--- src/rtl/reset_seq_ctrl.sv ---
// reset_seq_ctrl: staged reset sequencer driven by the board power-on reset.
// Releases NUM_STAGES reset domains in order (bit 0 first). Each stage waits
// a settle delay and then the domain's ready ack before the next release.
// A missing ack times out and restarts the sequence up to MAX_RETRIES times,
// after which a sticky fault is raised. soft_rst_req restarts from any state.
// Optional build macro: RESET_SEQ_LOSS_DETECT_EN restarts the sequence when a
// ready bit falls while in RUN.
module reset_seq_ctrl #(
    parameter int NUM_STAGES  = 4,
    parameter int HOLD_CYCLES = 1000,
    parameter int STAGE_DELAY = 100,
    parameter int TIMEOUT     = 100000,
    parameter int MAX_RETRIES = 3
) (
    input  logic                          clk,
    input  logic                          reset_n,
    input  logic                          soft_rst_req,
    input  logic [NUM_STAGES-1:0]         stage_ready,
    output logic [NUM_STAGES-1:0]         stage_rst_n,
    output logic                          all_ready,
    output logic                          fault,
    output logic [$clog2(NUM_STAGES)-1:0] cur_stage
);

    localparam int SW      = $clog2(NUM_STAGES);
    localparam int MAX_HS  = (HOLD_CYCLES > STAGE_DELAY) ? HOLD_CYCLES : STAGE_DELAY;
    localparam int CNT_MAX = (MAX_HS > TIMEOUT) ? MAX_HS : TIMEOUT;
    localparam int CW      = $clog2(CNT_MAX + 1);
    localparam int RW      = (MAX_RETRIES < 1) ? 1 : $clog2(MAX_RETRIES + 1);

    typedef enum logic [2:0] {
        ST_HOLD,
        ST_SETTLE,
        ST_WAIT_ACK,
        ST_RUN,
        ST_FAULT
    } state_t;

    state_t                  state_q, state_d;
    logic [CW-1:0]           cnt_q, cnt_d;
    logic [RW-1:0]           retry_cnt_q, retry_cnt_d;
    logic [SW-1:0]           cur_stage_q, cur_stage_d;
    logic [NUM_STAGES-1:0]   stage_rst_n_q, stage_rst_n_d;
    logic                    all_ready_q, all_ready_d;
    logic                    fault_q, fault_d;

    // Resets released so far: every stage up to and including the given one.
    function automatic logic [NUM_STAGES-1:0] release_mask(input logic [SW-1:0] stage);
        logic [NUM_STAGES-1:0] m;
        m = '0;
        for (int i = 0; i < NUM_STAGES; i++) begin
            if (i <= int'(stage)) m[i] = 1'b1;
        end
        return m;
    endfunction

`ifdef RESET_SEQ_LOSS_DETECT_EN
    logic [NUM_STAGES-1:0] ready_q, ready_d;
    logic                  ready_lost;

    // Previous ready vector, so a falling bit can be seen in RUN.
    always_comb begin
        ready_d    = stage_ready;
        ready_lost = |(ready_q & ~stage_ready);
    end

    // Ready history register.
    always_ff @(posedge clk or negedge reset_n) begin
        if (!reset_n) ready_q <= '0;
        else          ready_q <= ready_d;
    end
`endif

    // Next-state, counters and registered outputs (derived from the next state
    // so every output changes on the same edge as the state).
    always_comb begin
        state_d       = state_q;
        cnt_d         = cnt_q + CW'(1);
        retry_cnt_d   = retry_cnt_q;
        cur_stage_d   = cur_stage_q;

        case (state_q)
            ST_HOLD: begin
                if (cnt_q == CW'(HOLD_CYCLES - 1)) begin
                    state_d     = ST_SETTLE;
                    cnt_d       = '0;
                    cur_stage_d = '0;
                end
            end
            ST_SETTLE: begin
                if (cnt_q == CW'(STAGE_DELAY - 1)) begin
                    state_d = ST_WAIT_ACK;
                    cnt_d   = '0;
                end
            end
            ST_WAIT_ACK: begin
                if (stage_ready[cur_stage_q]) begin
                    cnt_d = '0;
                    if (cur_stage_q == SW'(NUM_STAGES - 1)) begin
                        state_d = ST_RUN;
                    end else begin
                        state_d     = ST_SETTLE;
                        cur_stage_d = cur_stage_q + SW'(1);
                    end
                end else if (cnt_q == CW'(TIMEOUT - 1)) begin
                    cnt_d = '0;
                    if (retry_cnt_q < RW'(MAX_RETRIES)) begin
                        state_d     = ST_HOLD;
                        retry_cnt_d = retry_cnt_q + RW'(1);
                        cur_stage_d = '0;
                    end else begin
                        state_d = ST_FAULT;
                    end
                end
            end
            ST_RUN: begin
                cnt_d       = '0;
                retry_cnt_d = '0;
`ifdef RESET_SEQ_LOSS_DETECT_EN
                if (ready_lost) begin
                    state_d     = ST_HOLD;
                    cur_stage_d = '0;
                end
`endif
            end
            ST_FAULT: begin
                cnt_d = '0;
            end
            default: begin
                state_d     = ST_HOLD;
                cnt_d       = '0;
                cur_stage_d = '0;
            end
        endcase

        // Soft request overrides everything and pins the block in HOLD.
        if (soft_rst_req) begin
            state_d     = ST_HOLD;
            cnt_d       = '0;
            retry_cnt_d = '0;
            cur_stage_d = '0;
        end

        stage_rst_n_d = '0;
        case (state_d)
            ST_SETTLE, ST_WAIT_ACK: stage_rst_n_d = release_mask(cur_stage_d);
            ST_RUN:                 stage_rst_n_d = '1;
            default:                stage_rst_n_d = '0;
        endcase
        all_ready_d = (state_d == ST_RUN);
        fault_d     = (state_d == ST_FAULT);
    end

    // State and output registers; POR drops every stage reset at once.
    always_ff @(posedge clk or negedge reset_n) begin
        if (!reset_n) begin
            state_q       <= ST_HOLD;
            cnt_q         <= '0;
            retry_cnt_q   <= '0;
            cur_stage_q   <= '0;
            stage_rst_n_q <= '0;
            all_ready_q   <= 1'b0;
            fault_q       <= 1'b0;
        end else begin
            state_q       <= state_d;
            cnt_q         <= cnt_d;
            retry_cnt_q   <= retry_cnt_d;
            cur_stage_q   <= cur_stage_d;
            stage_rst_n_q <= stage_rst_n_d;
            all_ready_q   <= all_ready_d;
            fault_q       <= fault_d;
        end
    end

    assign stage_rst_n = stage_rst_n_q;
    assign all_ready   = all_ready_q;
    assign fault       = fault_q;
    assign cur_stage   = cur_stage_q;

endmodule

--- config.mk ---
export PLATFORM = sky130hd
export DESIGN_NAME = reset_seq_ctrl
export DESIGN_NICKNAME = d
export VERILOG_FILES = /design/src/rtl/reset_seq_ctrl.sv
export SDC_FILE = /design/constraint.sdc
export NUM_CORES = 1
export LEC_CHECK = 0
export CAP_MARGIN = 40
export CELL_PAD_IN_SITES_DETAIL_PLACEMENT = 1
export CELL_PAD_IN_SITES_GLOBAL_PLACEMENT = 2
export CORE_UTILIZATION = 40
export CTS_BUF_LIST = sky130_fd_sc_hd__clkbuf_4 sky130_fd_sc_hd__clkbuf_8 sky130_fd_sc_hd__clkbuf_16
export CTS_CLUSTER_DIAMETER = 60
export DETAILED_ROUTE_END_ITERATION = 7
export HOLD_SLACK_MARGIN = 0.12
export PLACE_DENSITY_LB_ADDON = 0.1
export SETUP_SLACK_MARGIN = 0.5
export SYNTH_ARGS = -nofsm -noshare
export SYNTH_HDL_FRONTEND = slang
export SYNTH_SLANG_ARGS = --single-unit
--- constraint.sdc ---
create_clock -name clk -period 3.9 [get_ports clk]
set_input_delay 1.17 -clock clk [delete_from_list [all_inputs] [get_ports clk]]
set_output_delay 1.17 -clock clk [all_outputs]
set_load 0.1 [all_outputs]
# After elaboration in Yosys (flattened, before gate mapping)
# Index checks and enable logic that the tools add are counted.
# word_totals
regBits	30
inputBits	7
out_inout_bits	8
word_cells	68
# op_classes
addsub	3
n_lt_le_gt_ge	5
eq_ne	15
mux	32
n_reduce_logical	6
# op_table
cell	n
two-way mux 17 bit	5
case mux 17 bit (3 select lines)	1
two-way mux 2 bit	11
two-way mux 3 bit	6
adder 17 x 1 -> 17 bit, second input constant	1
== test 17 x 10 -> 1 bit, second input constant	1
== test 17 bit, second input constant	1
== test 17 x 7 -> 1 bit, second input constant	1
== test 3 x 2 -> 1 bit, second input constant	4
case mux 3 bit (4 select lines)	1
!= test 3 bit, second input constant	3
case mux 4 bit (2 select lines)	1
== test 3 x 1 -> 1 bit, second input constant	2
== test 3 bit, second input constant	2
case mux 2 bit (3 select lines)	1
adder 2 x 1 -> 2 bit, second input constant	2
<= comparator 2 bit, first input constant	2
two-way mux 1 bit	4
case mux 2 bit (2 select lines)	1
AND reduction 4 bit	1
OR reduction 2 bit	2
zero test 3 bit	1
< comparator 2 x 3 -> 1 bit, second input constant	1
nonzero test 3 bit	1
5 further kinds	5

# Depth between registers and ports, before layout
# depth
ltp_word	9
mapped_depth	8
mapped_depth_nobuf	7

# Least setup slack after synthesis
# OpenSTA, ideal clock, no wires.
# synth_timing
path_kind	input to register
from	input port stage_ready[3]
to	register cnt_q[12]
setup_ps	69
arrival_time_ps	2489
required_time_ps	3831
slack_ps	1343
cell_stages	7
n_path_buf	1
path_cell_list	mux4_2 > nand2b_1 > a21oi_1 > a211o_2 > nand3_4 > buf_12 > nor2_2
# synth_between
elab_chain_len	5
# synth_rtl
element	line_no	text
start, declared	18	input logic [NUM_STAGES-1:0] stage_ready,
binary-select mux 1 bit (select 2 bit)	97	if (stage_ready[cur_stage_q]) begin
two-way mux 1 bit (not written as such)	97	
two-way mux 17 bit	97	
case mux 17 bit (3 select lines)	82	case (state_q)
two-way mux 17 bit	137	if (soft_rst_req) begin
named net cnt_d[12]	40	logic [CW-1:0] cnt_q, cnt_d;
end signal, assigned	166	cnt_q <= cnt_d;
end, declared	40	
# The timed path passes the listed nets, and every way through them passes these cells. The select of a mux whose other input is x is not followed.
# A chain may end at the register's enable or synchronous reset.

# Worst setup path after layout
# layout_timing
from	input port stage_ready[1]
to	register cnt_q[9]
# Same word-level chain as after synthesis.

==> summary.md <==
| Metric | Value |
|---|---|
| Global route total overflow | 0 |
| Share of the cycle needed by the critical path after routing | 75.7% |
| Fmax | roughly 340 MHz |
| # hold bufs at CTS | 0 |
| Worst-path cell chain | clkdlybuf4s50_1 > mux4_2 > nand2b_1 > a21oi_1 > a211o_2 > nand3_4 > a21oi_1 |
| Initial antenna violation count | 0 |
| Status | finished clean |
| Synth Flop Type | dfrtp_1 |
| Post-cts repair resize count | 0 |
| Core footprint | roughly 0.004 mm2 |
| Peak supply drop | between 150 and 200 uV |
| Ant diodes | 0 |
| # nets final | 199 |
| DR WL/cell | 17.1 um |
| Synth area leader | dfrtp_1 |
| Final setup viols | 0 |
| Yosys cell types | 51 |
| #FFs+latches synth | 30 |
| Cell Area, Placed | 0.00197 mm2 |
| Number of global-route vias before repair | 1,458 |
| RSZ-0062 raised after global routing | false |
| Clock Tree Buf Depth | 2 |
| Setup TNS | 0 ps |
| Share of cells above drive strength 1 | about a quarter |
| Synth area leaders | dfrtp_1 43%, nor2_1 4.3%, xnor2_1 4.0% |
| Finished Cell Area | roughly 0.0021 mm2 |
| CP bufs+invs | 1 |
| Worst-Skew Late Latency | between 200 and 300 ps |
| Leading cell type in the layout, fill and taps excluded | dfrtp_1 |
| Mapped Area | 0.00173 mm2 |
| Max-cap violation count | 0 |
| Critical path arrival | 3160 ps |
| Final Hold Fails | 0 |
| Most frequent cells in the layout | 30 x dfrtp_1, 20 x nor2_1, 12 x nand2_1, 12 x clkdlybuf4s50_1 |
| Initial DRC Count | 48 |
| DR pass1 iterations | 4 |
| Routed Antenna Nets | 0 |
| Placed Cells | between 200 and 250 |
| Initial Utilization | about 42% |
| CTS H-tree depth | 2 |
| Synthesis Warnings | 0 |
| WL final | a little over 4 mm |
| Cell Pwr Density | between 300 and 400 mW/mm2 |
| Gpl congestion | around 0.8 |
| Max Slew Vio Count | 0 |
| Final non-filler cell total | 241 |
| Layout area overhead | 19.3% |
| Syn Inst Count | 167 |
| Die Y | ~68 um |
| # rows | 23 |
| Pin count of the biggest net entering global routing | 31 |
| Startpoint Class | input port |
| First-pass GRT wire length | about 7.1 mm |
| Area share of the largest cell type after synthesis | between 40% and 50% |
| CTS sink cnt | 30 |
| Root Buffer | clkbuf_8 |
| Clk pin slew, worst setup/hold paths | about 70 ps |
| Ys async rst share | 100% |
| Number of flops mapped to enable cells by yosys | 0 |
| Ports | 15 |
| CTS Buf Count | 5 |
| CTS tree | done |
| Crit-path max cell delay | about 500 ps |
| Top delay family on crit path | compound AO/OA/AOI/OAI gates |
| CP required | slightly above 4000 ps |
| DR DRC count | 0 |
| Worst hold path class | flop to flop |
| Slowest CP cell | mux4_2 |
| P_leak | ~0.84 nW |
| Maximum fanout along the worst path | 17 |
| Clock skew | just over 7 ps |
| Final critical path time including I/O delays and setup | between 2000 and 3000 ps |
| Detailed-route via count | 1,319 |
| Crit. End Element | flop |
| Worst slew margin | ~67% |
| Die width | 67.8 um |
| Vias per cell | 5.47 |
| Sequential share of the synthesized area | 43.4% |
| Mapped Nets | approximately 180 |
| DIE AREA | about 0.0046 mm2 |
| Post-CTS setup repair buffer count | 0 |
| Crit path kind | input port to flop |
| Worst path most repeated cell | a21oi_1 |
| GRT Overall Usage | 21.5% |
| Syn avg cell area | 10.4 um2 |
| IO buf count | 14 |
| Actual slew at the worst max-slew pin | between 400 and 500 ps |
| Detailed Place HPWL | 3.09 mm |
-- cell families after synthesis --
family          count (synthesis)  share of synthesized area (%)
simple gates                   83                           28.3
flops                          30                           43.4
compound gates                 21                           10.1
xor+xnor                       15                           7.59
buf+inv                         9                           4.12
fa+ha+maj                       5                           3.40
mux                             4                           3.11
-- cell usage after synthesis (2+ instances only) --
master	count
nand4_1	4
dfrtp_1	30
xor2_1	7
a211oi_1	4
nor2_2	10
nor3_2	2
and3_1	2
nor3_1	4
maj3_2	3
nand3_1	10
xnor2_1	8
inv_1	4
a21oi_1	6
mux2i_1	2
nand2_1	12
nand3_4	2
nor2_1	20
ha_1	2
or3_1	2
and2_1	2
-- per-layer routing --
metal | up-vias | part of all wire, % | global-route usage, %
li1 | 632 | - | -
met1 | 660 | 47 | 26.2
met2 | 20 | 50 | 36.9
met3 | 7 | 2.5 | 5.57
met4 | 0 | 1.1 | 6.25
met5 | - | 0 | 0
-- where the power goes --
group	leakage (nW)	internal, mW	switching [mW]	total (mW)
sequential	0.417	0.314	0.00375	0.317
clock	0.0517	0.149	0.121	0.270
combinational	0.367	0.0126	0.0206	0.0332
total	0.836	0.475	0.145	0.621
-- through the flow --
| stage | worst slack (ps) | hold WS [ps] | utilization, % | power [mW] |
|---|---|---|---|---|
| 3_5_place_dp | 626 | 531 | 48.2 | 0.358 |
| 2_1_floorplan | 1340 | 475 | - | 0.340 |
| 5_1_grt | 809 | 554 | 50.6 | 0.649 |
| 6_report | 947 | 530 | 50.6 | 0.621 |
| 4_1_cts | 935 | 542 | 50.6 | 0.625 |
| 3_3_place_gp | 770 | 513 | 46.0 | 0.355 |
-- state kept, by name, summed over array words and instances, names as in the netlist --
signal	count
stage_rst_n	4
fault	1
all_ready	1
cur_stage	2
retry_cnt_q	2
state_q	3
cnt_q	17
-- path summary, 6_finish.rpt --
kind / depth (start not counted) / start / slack (ps) / end
min in group asynchronous: 2 / reset_n / 1280 / stage_rst_n[2]$_DFF_PN0_
min: 1 / cnt_q[0]$_DFF_PN0_ / 530 / cnt_q[0]$_DFF_PN0_
min reg2reg: 1 / cnt_q[0]$_DFF_PN0_ / 530 / cnt_q[0]$_DFF_PN0_
max in group asynchronous: 2 / reset_n / 2320 / cnt_q[4]$_DFF_PN0_
max reg2reg: 7 / cnt_q[0]$_DFF_PN0_ / 1540 / stage_rst_n[0]$_DFF_PN0_
max: 7 / stage_ready[1] / 950 / cnt_q[9]$_DFF_PN0_
-- layout make-up --
class	instances	area, um2
well taps	50	62.6
inverters	4	15.0
clock inverters	1	5.00
repair buffers	21	233
clock buffers	7	90.1
multi-input cells	128	910
fillers	463	2020
flip-flops and latches	30	751
Note: power is estimated with default switching activity, not from simulation.
